<file path="config.mk">
export PLATFORM = sky130hd
export DESIGN_NAME = pixel_readout_sink_flat
export DESIGN_NICKNAME = d
export VERILOG_FILES = /design/src/rtl/pixel_readout_sink_if.sv /design/src/rtl/pixel_readout_sink.sv /design/src/flat_wrapper.sv
export SDC_FILE = /design/constraint.sdc
export NUM_CORES = 1
export LEC_CHECK = 0
export BUFFER_PORTS_ARGS = -buffer_cell sky130_fd_sc_hd__buf_2
export CAP_MARGIN = 20
export CORE_AREA = 8 8 102 104
export CTS_BUF_LIST = sky130_fd_sc_hd__clkbuf_4
export DETAILED_ROUTE_END_ITERATION = 10
export DIE_AREA = 0 0 110 112
export PLACE_DENSITY = 0.9
export REMOVE_ABC_BUFFERS = 1
export SETUP_SLACK_MARGIN = 0.02
export SYNTH_ARGS = -nofsm -noshare
export SYNTH_HDL_FRONTEND = slang
export SYNTH_SLANG_ARGS = --single-unit
</file>
<file path="constraint.sdc">
create_clock -name clk -period 6.21 [get_ports clk]
set_input_delay 1.242 -clock clk [delete_from_list [all_inputs] [get_ports clk]]
set_output_delay 1.242 -clock clk [all_outputs]
set_load 0.005 [all_outputs]
</file>
<file path="src/rtl/pixel_readout_sink_if.sv">
// Pixel stream port of the readout sink.
//   m_data  : pixel word
//   m_valid : m_data and the markers are valid
//   m_ready : downstream accepts when m_valid && m_ready
//   m_sof   : marks row 0, column 0
//   m_eol   : marks the last column of a row
//   m_eof   : marks the last column of the last row
// Handshake: a word transfers on every rising edge where m_valid && m_ready.
// Once m_valid is high, m_data and the markers hold until that transfer, and
// m_valid only drops after a transfer.
// master = readout sink (source of pixels), slave = downstream consumer.
interface pixel_readout_sink_if #(
  parameter int WIDTH = 8
);
  logic [WIDTH-1:0] m_data;
  logic             m_valid;
  logic             m_ready;
  logic             m_sof;
  logic             m_eol;
  logic             m_eof;

  modport master (
    output m_data, m_valid, m_sof, m_eol, m_eof,
    input  m_ready
  );

  modport slave (
    input  m_data, m_valid, m_sof, m_eol, m_eof,
    output m_ready
  );
endinterface

</file>
<file path="src/rtl/pixel_readout_sink.sv">
// Readout side of a pixel array. After read_start (ADC conversion done) the
// block walks the array row by row: it drives a one-hot row_select, waits
// SETTLE cycles for the column bus, latches the row, then streams the row one
// pixel at a time with start-of-frame / end-of-line / end-of-frame markers.
// Ports:
//   clk, reset  : clock (rising edge), synchronous active-high reset
//   read_start  : pulse, begin a frame readout (ignored while busy)
//   row_select  : one-hot row enable, 0 when no row is being selected/latched
//   pixel_bus   : column data, column c = pixel_bus[c*WIDTH +: WIDTH]
//   busy        : high from accepted read_start until frame_done
//   frame_done  : one-cycle pulse after the last pixel handshake
//   m           : pixel stream (pixel_readout_sink_if.master)
//   state_dbg   : current FSM state encoding
module pixel_readout_sink #(
  parameter int ROWS    = 10,
  parameter int COLUMNS = 10,
  parameter int WIDTH   = 8,
  parameter int SETTLE  = 2
) (
  input  logic                     clk,
  input  logic                     reset,
  input  logic                     read_start,
  output logic [ROWS-1:0]          row_select,
  input  logic [COLUMNS*WIDTH-1:0] pixel_bus,
  output logic                     busy,
  output logic                     frame_done,
  pixel_readout_sink_if.master     m,
  output logic [2:0]               state_dbg
);

  localparam int RW = (ROWS > 1) ? $clog2(ROWS) : 1;
  localparam int CW = (COLUMNS > 1) ? $clog2(COLUMNS) : 1;
  localparam int SW = (SETTLE > 1) ? $clog2(SETTLE) : 1;

  localparam logic [RW-1:0] ROW_LAST    = RW'(ROWS - 1);
  localparam logic [CW-1:0] COL_LAST    = CW'(COLUMNS - 1);
  localparam logic [SW-1:0] SETTLE_LAST = SW'(SETTLE - 1);

  typedef enum logic [2:0] {
    IDLE   = 3'd0,
    SELECT = 3'd1,
    LATCH  = 3'd2,
    SHIFT  = 3'd3,
    DONE   = 3'd4
  } state_t;

  state_t           state;
  logic [RW-1:0]    row;
  logic [CW-1:0]    column;
  logic [SW-1:0]    settle;
  logic [WIDTH-1:0] buffer [COLUMNS];

  logic [CW-1:0] col_next;
  logic [RW-1:0] row_next;
  logic          col_next_last;
  logic          row_last;

  always_comb begin
    col_next      = column + CW'(1);
    row_next      = row + RW'(1);
    col_next_last = (col_next == COL_LAST);
    row_last      = (row == ROW_LAST);
  end

  assign state_dbg = state;

  always_ff @(posedge clk) begin
    if (reset) begin
      state      <= IDLE;
      row        <= '0;
      column     <= '0;
      settle     <= '0;
      row_select <= '0;
      busy       <= 1'b0;
      frame_done <= 1'b0;
      m.m_valid  <= 1'b0;
      m.m_data   <= '0;
      m.m_sof    <= 1'b0;
      m.m_eol    <= 1'b0;
      m.m_eof    <= 1'b0;
    end else begin
      frame_done <= 1'b0;
      case (state)
        IDLE: begin
          if (read_start) begin
            state      <= SELECT;
            row        <= '0;
            settle     <= '0;
            row_select <= ROWS'(1);
            busy       <= 1'b1;
          end
        end

        SELECT: begin
          if (settle == SETTLE_LAST) begin
            state <= LATCH;
          end else begin
            settle <= settle + SW'(1);
          end
        end

        LATCH: begin
          // Capture the whole row so the array may move on while we stream.
          for (int c = 0; c < COLUMNS; c++) begin
            buffer[c] <= pixel_bus[c*WIDTH +: WIDTH];
          end
          // Column 0 goes straight from the bus to the output register.
          m.m_data   <= pixel_bus[WIDTH-1:0];
          m.m_valid  <= 1'b1;
          m.m_sof    <= (row == '0);
          m.m_eol    <= (COLUMNS == 1);
          m.m_eof    <= (COLUMNS == 1) && row_last;
          column     <= '0;
          row_select <= '0;
          state      <= SHIFT;
        end

        SHIFT: begin
          if (m.m_ready) begin
            if (column != COL_LAST) begin
              column   <= col_next;
              m.m_data <= buffer[col_next];
              m.m_sof  <= 1'b0;
              m.m_eol  <= col_next_last;
              m.m_eof  <= col_next_last && row_last;
            end else begin
              m.m_valid <= 1'b0;
              m.m_sof   <= 1'b0;
              m.m_eol   <= 1'b0;
              m.m_eof   <= 1'b0;
              if (!row_last) begin
                row        <= row_next;
                row_select <= ROWS'(1) << row_next;
                settle     <= '0;
                state      <= SELECT;
              end else begin
                state <= DONE;
              end
            end
          end
        end

        DONE: begin
          frame_done <= 1'b1;
          busy       <= 1'b0;
          state      <= IDLE;
        end

        default: state <= IDLE;
      endcase
    end
  end

endmodule

</file>
<file path="src/flat_wrapper.sv">
// flat-port wrapper written by rule: the top's interface ports become plain ports
module pixel_readout_sink_flat 
#(
  parameter int ROWS    = 10,
  parameter int COLUMNS = 10,
  parameter int WIDTH   = 8,
  parameter int SETTLE  = 2
)
  (clk, reset, read_start, row_select, pixel_bus, busy, frame_done, state_dbg, m_m_data, m_m_valid, m_m_sof, m_m_eol, m_m_eof, m_m_ready);
  pixel_readout_sink_if #(.WIDTH(WIDTH)) m_i ();
  input  logic clk;
  input  logic reset;
  input  logic read_start;
  output logic [ROWS-1:0] row_select;
  input  logic [COLUMNS*WIDTH-1:0] pixel_bus;
  output logic busy;
  output logic frame_done;
  output logic [2:0] state_dbg;
  output wire logic [$bits(m_i.m_data)-1:0] m_m_data;
  output wire logic [$bits(m_i.m_valid)-1:0] m_m_valid;
  output wire logic [$bits(m_i.m_sof)-1:0] m_m_sof;
  output wire logic [$bits(m_i.m_eol)-1:0] m_m_eol;
  output wire logic [$bits(m_i.m_eof)-1:0] m_m_eof;
  input wire logic [$bits(m_i.m_ready)-1:0] m_m_ready;
  assign m_m_data = m_i.m_data;
  assign m_m_valid = m_i.m_valid;
  assign m_m_sof = m_i.m_sof;
  assign m_m_eol = m_i.m_eol;
  assign m_m_eof = m_i.m_eof;
  assign m_i.m_ready = m_m_ready;
  pixel_readout_sink #(.ROWS(ROWS), .COLUMNS(COLUMNS), .WIDTH(WIDTH), .SETTLE(SETTLE)) u_core (.clk(clk), .reset(reset), .read_start(read_start), .row_select(row_select), .pixel_bus(pixel_bus), .busy(busy), .frame_done(frame_done), .m(m_i), .state_dbg(state_dbg));
endmodule
</file>
==> flow_metrics.env, run 1 <==
export IMPL_yosysSeqAreaShare_pct=64.8
export IMPL_clock_fmax_ghz=0.334
export IMPL_drcViolationCount=0
export IMPL_min_period_ns=3.00
export IMPL_ios=111
export IMPL_grt_pass1_vias=3329
export IMPL_final_area_um2=5740
export IMPL_grt_pass1_wl_um=16000
export IMPL_min_to="u_core.row_select[7]"
export IMPL_post_cts_buffers=0
export IMPL_portBuffers=110
export IMPL_synth_cell_types=47
export IMPL_tritoncts="done"
export IMPL_start_util_pct=54.2
export IMPL_ys_flop_type="edfxtp_1"
export IMPL_die_y_um=112
export IMPL_overflow=0
export IMPL_whs_ns=0.453
export IMPL_hold_path_startpoint="u_core.row_select[7]"
export IMPL_clock_path_buffers=2
export IMPL_relSlewSlack_pct=32.7
export IMPL_clk_pin_slew_ns=0.10
export IMPL_wire_per_inst_um=17.9
export IMPL_critPathMaxFanout=13
export IMPL_arrival_ns=3.32
export IMPL_synth_edff_count=80
export IMPL_clock_skew_ns=0.0151
export IMPL_vias_per_cell=5.54
export IMPL_synth_top_area_cell="edfxtp_1"
export IMPL_crit_chain="inv_2, ha_1, buf_16, mux4_1, mux2_2, nand2_1, a211oi_1"
export IMPL_numCtsBuffers=17
export IMPL_ys_warnings_count=0
export IMPL_dp_slack_ns=2.84
export IMPL_post_cts_resized=0
export IMPL_cts_hold_buf=0
export IMPL_fin_util_pct=64.6
export IMPL_reg2reg_depth=7
export IMPL_grt_max_degree=81
export IMPL_synth_top_area_share_pct=49.9
export IMPL_cts_htree_levels=4
export IMPL_async_flop_share_pct=0
export IMPL_dieWidth_um=110
export IMPL_synth_area_um2=4820
export IMPL_place_congestion=0.854
export IMPL_dr_pass1_iters=5
export IMPL_vias=3206
export IMPL_cp_start_kind="flip-flop"
export IMPL_slew_violations=0
export IMPL_syn_to_final_growth_pct=19.2
export IMPL_end_kind="flip-flop"
export IMPL_required_ns=6.54
export IMPL_fin_nets=548
export IMPL_avgSynthCellArea_um2=14.1
export IMPL_antenna_diode_count=0
export IMPL_drv_cap=0
export IMPL_r2r_end="u_core.m.m_data[2]"
export IMPL_final_hold_violation_count=0
export IMPL_slowest_delay_ns=0.76
export IMPL_grtUsageTotal_pct=17.0
export IMPL_antenna_found_initial=0
export IMPL_reg2reg_from="u_core.column[0]"
export IMPL_rsz0062_at_grt="false"
export IMPL_clock_latency_ns=0.49
export IMPL_drt_initial_drc_count=193
export IMPL_max_vdd_ir_drop_mv=0.141
export IMPL_worst_slack_ns=3.21
export IMPL_p_leak_nw=2.13
export IMPL_synthCells=341
export IMPL_dieArea_um2=12300
export IMPL_hpwl_um=7310
export IMPL_p_per_area_nw_per_um2=258
export IMPL_tns_ns=0
export IMPL_fp_row_count=35
export IMPL_fin_crit_sh_pct=48.3
export IMPL_routed_wl_um=10400
export IMPL_placed_cell_area_um2=5420
export IMPL_reg2reg_setup_slack_ns=3.21
export IMPL_synthTopCellsByArea="edfxtp_1, dfxtp_1, mux4_2"
export IMPL_cpMaxStageDelayCell="dfxtp_1"
export IMPL_holdPathStages=2
export IMPL_synth_seq_cells=116
export IMPL_ant_nets=0
export IMPL_finalSetupViolations=0
export IMPL_clock_root_buffer="clkbuf_4"
export IMPL_core_area_um2=8890
export IMPL_criticalPathCategory="flip-flop to flip-flop"
export IMPL_clock_sinks=116
export IMPL_worst_pin_slew_ns=1.01
export IMPL_drive_above_1_share_pct=36.3
export IMPL_status="finished, final reports clean"
export IMPL_hp_class="flip-flop to flip-flop"
-- placed cells by master, fill, tap and decap left out, drive strengths merged, types with 9 or more instances in the layout --
cell,Yosys,routed
nor2,32,32
nand2,28,28
mux4,16,16
edfxtp,80,80
dfxtp,36,36
ha,9,9
nand3,10,10
mux2i,11,11
buf,6,113
a21oi,20,20
clkbuf,12,20
-- cells by family after synthesis --
group | after synthesis | synth area share, %
AND/OR/NAND/NOR | 102 | 10.3
adder cells (fa/ha/maj) | 9 | 2.34
XOR/XNOR | 4 | 0.884
flip-flops | 116 | 64.8
multiplexers | 34 | 11.7
buffers and inverters | 24 | 2.47
AO/OA/AOI/OAI | 52 | 7.43
-- registers in the layout, summed over array words and instances (netlist names), 3 cells and up --
signal,cells
u_core.buffer,80
u_core.row_select,10
u_core.m.m_data,8
u_core.column,4
u_core.row,4
u_core.state_dbg,3
-- final cells by class --
cell class	count	area, µm²
Clock buffer	20	150
Fill cell	645	3150
Tap cell	111	139
Inverter	6	22.5
Multi-Input combinational cell	201	1580
Timing Repair Buffer	113	593
Clock inverter	12	133
Sequential cell	116	3120
-- layer usage --
layer	vias to the layer above	global-route usage, %	part of all wire, %
li1	1530	-	-
met1	1525	18.4	39
met2	129	28.7	52
met3	22	4.97	6.6
met4	0	9.46	2.5
met5	-	0	0
-- cells in the mapped netlist (2+ instances only) --
cell type / count
and2_1: 3
nand2_1: 28
mux4_1: 4
a221oi_1: 8
mux2_2: 7
clkbuf_1: 12
buf_6: 3
mux2i_1: 11
nor2_1: 32
nor3b_1: 2
o21ai_0: 5
ha_1: 9
nor3_1: 3
mux4_2: 12
dfxtp_1: 36
nor2b_1: 2
nand3b_1: 5
nor4_1: 2
buf_2: 2
edfxtp_1: 80
xnor2_1: 3
or3_1: 3
nand2b_1: 2
a21oi_1: 19
inv_1: 5
nand3_1: 10
a211oi_1: 8
nand4_1: 3
a22oi_1: 2
a22o_1: 3
-- how the worst max path moves through the flow --
stage | start | endpoint | slack, ns | cells after the start
floorplan | reset | u_core.buffer[0][0] | 1.13 | 1
global placement | u_core.column[0] | u_core.m.m_data[7] | 3.02 | 6
detailed placement | u_core.column[0] | u_core.m.m_data[2] | 2.84 | 6
CTS | u_core.column[0] | u_core.m.m_data[2] | 2.84 | 6
global route | u_core.column[0] | u_core.m.m_data[2] | 3.05 | 7
finish | u_core.column[0] | u_core.m.m_data[2] | 3.21 | 7
-- worst max-delay path: cells and delay by family, from the launching register on --
family | cells | cell delay [ns]
flip-flops | 1 | 0.76
buffers and inverters | 2 | 0.49
AND/OR/NAND/NOR | 1 | 0.06
multiplexers | 2 | 0.83
AO/OA/AOI/OAI | 1 | 0.08
adder cells (fa/ha/maj) | 1 | 0.62
-- report_power, final --
group	switching (mW)	total [mW]	internal [mW]	leakage (nW)
clock network	0.275	0.528	0.253	0.149
registers	0.0115	0.856	0.844	1.01
logic	0.0542	0.0996	0.0454	0.965
-- stage by stage --
step / instances / total power, mW
after floorplan: 323 / 0.918
after global placement: 545 / 0.968
after detailed placement: 545 / 0.972
after CTS: 577 / 1.50
after global routing: 579 / 1.54
final: 579 / 1.48
Note: power is estimated with default switching activity, not from simulation.
==> inputs of run 2 (changes only) <==
--- a/config.mk
+++ b/config.mk
@@ -7,11 +7,11 @@
 export LEC_CHECK = 0
 export BUFFER_PORTS_ARGS = -buffer_cell sky130_fd_sc_hd__buf_2
 export CAP_MARGIN = 20
-export CORE_AREA = 8 8 102 104
+export CORE_AREA = 8 8 108 110
 export CTS_BUF_LIST = sky130_fd_sc_hd__clkbuf_4
 export DETAILED_ROUTE_END_ITERATION = 10
-export DIE_AREA = 0 0 110 112
-export PLACE_DENSITY = 0.9
+export DIE_AREA = 0 0 116 118
+export PLACE_DENSITY = 0.85
 export REMOVE_ABC_BUFFERS = 1
 export SETUP_SLACK_MARGIN = 0.02
 export SYNTH_ARGS = -nofsm -noshare
==> constraint.sdc (replaced) <==
create_clock -name clk -period 2.54 [get_ports clk]
set_input_delay 0.508 -clock clk [delete_from_list [all_inputs] [get_ports clk]]
set_output_delay 0.508 -clock clk [all_outputs]
set_load 0.005 [all_outputs]
==> run 2 against run 1 <==
Critical path depth unchanged. Combinational power grew to 2.6 times the previous value. Final area is 1.5% higher. Global-route usage is essentially flat. Cell count rose by 6.2%. Sequential share of layout area shrank 0.78 points. Via count increased by 2.2%. Routed wire length increased by 5.1%. Non-clock buffer count rose by 10. Power grew 140%. Largest cell class unchanged.
==> flow_metrics.env, run 2 (synthesis gave the netlist of run 1 again) <==
export IMPL_slowest_delay_ns=0.58
export IMPL_min_period_ns=2.21
export IMPL_reg2reg_setup_slack_ns=0.33
export IMPL_r2r_end="u_core.m.m_data[3]"
export IMPL_top_register="u_core.buffer"
export IMPL_ios=111
export IMPL_reg2reg_depth=7
export IMPL_clock_root_buffer="clkbuf_4"
export IMPL_status="finished, final reports clean"
export IMPL_antenna_found_initial=1
export IMPL_tritoncts="done"
export IMPL_p_leak_nw=2.17
export IMPL_required_ns=2.94
export IMPL_hpwl_um=7910
export IMPL_routed_wl_um=10900
export IMPL_grt_max_degree=59
export IMPL_worst_pin_slew_ns=0.599
export IMPL_cts_hold_buf=0
export IMPL_post_cts_resized=0
export IMPL_dieWidth_um=116
export IMPL_clock_path_buffers=2
export IMPL_grtUsageTotal_pct=17.0
export IMPL_hp_class="primary input to flip-flop"
export IMPL_syn_to_final_growth_pct=21.0
export IMPL_final_hold_violation_count=0
export IMPL_placed_cell_area_um2=5560
export IMPL_fin_crit_sh_pct=87.0
export IMPL_clock_sinks=116
export IMPL_regArea_um2=3120
export IMPL_multi_input_area_um2=1580
export IMPL_drt_initial_drc_count=239
export IMPL_clock_skew_ns=0.0132
export IMPL_dieArea_um2=13700
export IMPL_drv_cap=0
export IMPL_crit_path_end="u_core.m.m_data[3]"
export IMPL_dr_pass1_iters=5
export IMPL_arrival_ns=2.61
export IMPL_fin_nets=558
export IMPL_clock_latency_ns=0.52
export IMPL_numCtsBuffers=17
export IMPL_tns_ns=0
export IMPL_start_util_pct=48.2
export IMPL_drcViolationCount=0
export IMPL_cp_start_kind="flip-flop"
export IMPL_critPathMaxFanout=12
export IMPL_rsz0062_at_grt="false"
export IMPL_p_total_mw=3.61
export IMPL_largest_reg_flops=80
export IMPL_vias=3275
export IMPL_overflow=0
export IMPL_p_per_area_nw_per_um2=620
export IMPL_fillers=825
export IMPL_layout_commonest_cell="buf_2"
export IMPL_ant_nets=0
export IMPL_wire_per_inst_um=17.7
export IMPL_layout_common_cells="buf_2, edfxtp_1, dfxtp_1"
export IMPL_reg2reg_from="u_core.column[0]"
export IMPL_cpMaxStageDelayCell="mux4_1"
export IMPL_post_cts_buffers=0
export IMPL_final_area_um2=5830
export IMPL_portBuffers=110
export IMPL_cts_htree_levels=4
export IMPL_finalSetupViolations=0
export IMPL_reg_top3="u_core.buffer (80), u_core.row_select (10), u_core.m.m_data (8)"
export IMPL_slew_violations=0
export IMPL_fp_row_count=37
export IMPL_die_y_um=118
export IMPL_clock_fmax_ghz=0.452
export IMPL_startpoint="u_core.column[0]"
export IMPL_core_area_um2=10000
export IMPL_clk_pin_slew_ns=0.10
export IMPL_relSlewSlack_pct=59.7
export IMPL_max_vdd_ir_drop_mv=0.347
export IMPL_grt_pass1_wl_um=17500
export IMPL_place_congestion=0.804
export IMPL_vias_per_cell=5.33
export IMPL_end_kind="flip-flop"
export IMPL_drive_above_1_share_pct=37.0
export IMPL_grt_pass1_vias=3537
export IMPL_crit_chain="inv_2, ha_1, buf_4, mux4_1, mux2_2, nand2_1, a211oi_1"
export IMPL_criticalPathCategory="flip-flop to flip-flop"
==> run 2: changes by cell type in the layout (fill, tap and decap cells not counted), sizes merged <==
cell / before / now
clkinvlp: 3 / 2
buf: 113 / 123
diode: 0 / 1
clkinv: 6 / 7
==> run 2: per-layer routing <==
metal | GRT usage [%] | wire length [µm] | vias to the layer above
met3 | 6.26 | 858 | 22
met2 | 27.2 | 5410 | 129
met4 | 9.00 | 257 | 0
li1 | - | - | 1558
met1 | 19.2 | 4350 | 1566
met5 | 0 | 0 | -
==> run 2: worst max-delay path, delay by kind of cell (launching register included) <==
family	cells	cell delay, ns
compound gates	1	0.07
mux	2	0.86
simple gates	1	0.07
buf+inv	2	0.32
flops	1	0.47
fa+ha+maj	1	0.29
==> run 2: where the power goes <==
part / switching [mW] / internal [mW] / total (mW)
registers: 0.0273 / 2.06 / 2.09
clock network: 0.663 / 0.602 / 1.26
logic: 0.136 / 0.118 / 0.254
total: 0.826 / 2.78 / 3.61
==> run 2: how the worst min path moves through the flow <==
stage	startpoint	end	cells after the start
after floorplan	u_core.row_select[1]	u_core.row_select[1]	2
after global placement	u_core.row_select[4]	u_core.row_select[4]	2
after CTS	pixel_bus[59]	u_core.buffer[7][3]	1
after global routing	pixel_bus[25]	u_core.buffer[3][1]	1
after detailed placement	u_core.row_select[7]	u_core.row_select[7]	2
final	pixel_bus[59]	u_core.buffer[7][3]	1
==> run 2: final cells by class <==
cell class                      instances  share of cell area [%]
Antenna cell                            1                  0.0430
Clock buffer                           20                    2.58
Clock inverter                         12                    1.98
Inverter                                6                   0.387
Multi-Input combinational cell        201                    27.1
Sequential cell                       116                    53.6
Tap cell                              136                    2.92
Timing Repair Buffer                  123                    11.3
==> run 2: through the flow <==
| step | std cells | hold slack, ns | utilization [%] | setup WS [ns] |
|---|---|---|---|---|
| after floorplan | 323 | 0.442 | - | -2.02 |
| after global placement | 582 | 0.442 | 55.6 | 0.413 |
| after detailed placement | 582 | 0.447 | 55.6 | 0.316 |
| after CTS | 614 | 0.0928 | 58.2 | 0.289 |
| after global routing | 615 | 0.0842 | 58.3 | 0.173 |
| final | 615 | 0.150 | 58.3 | 0.329 |
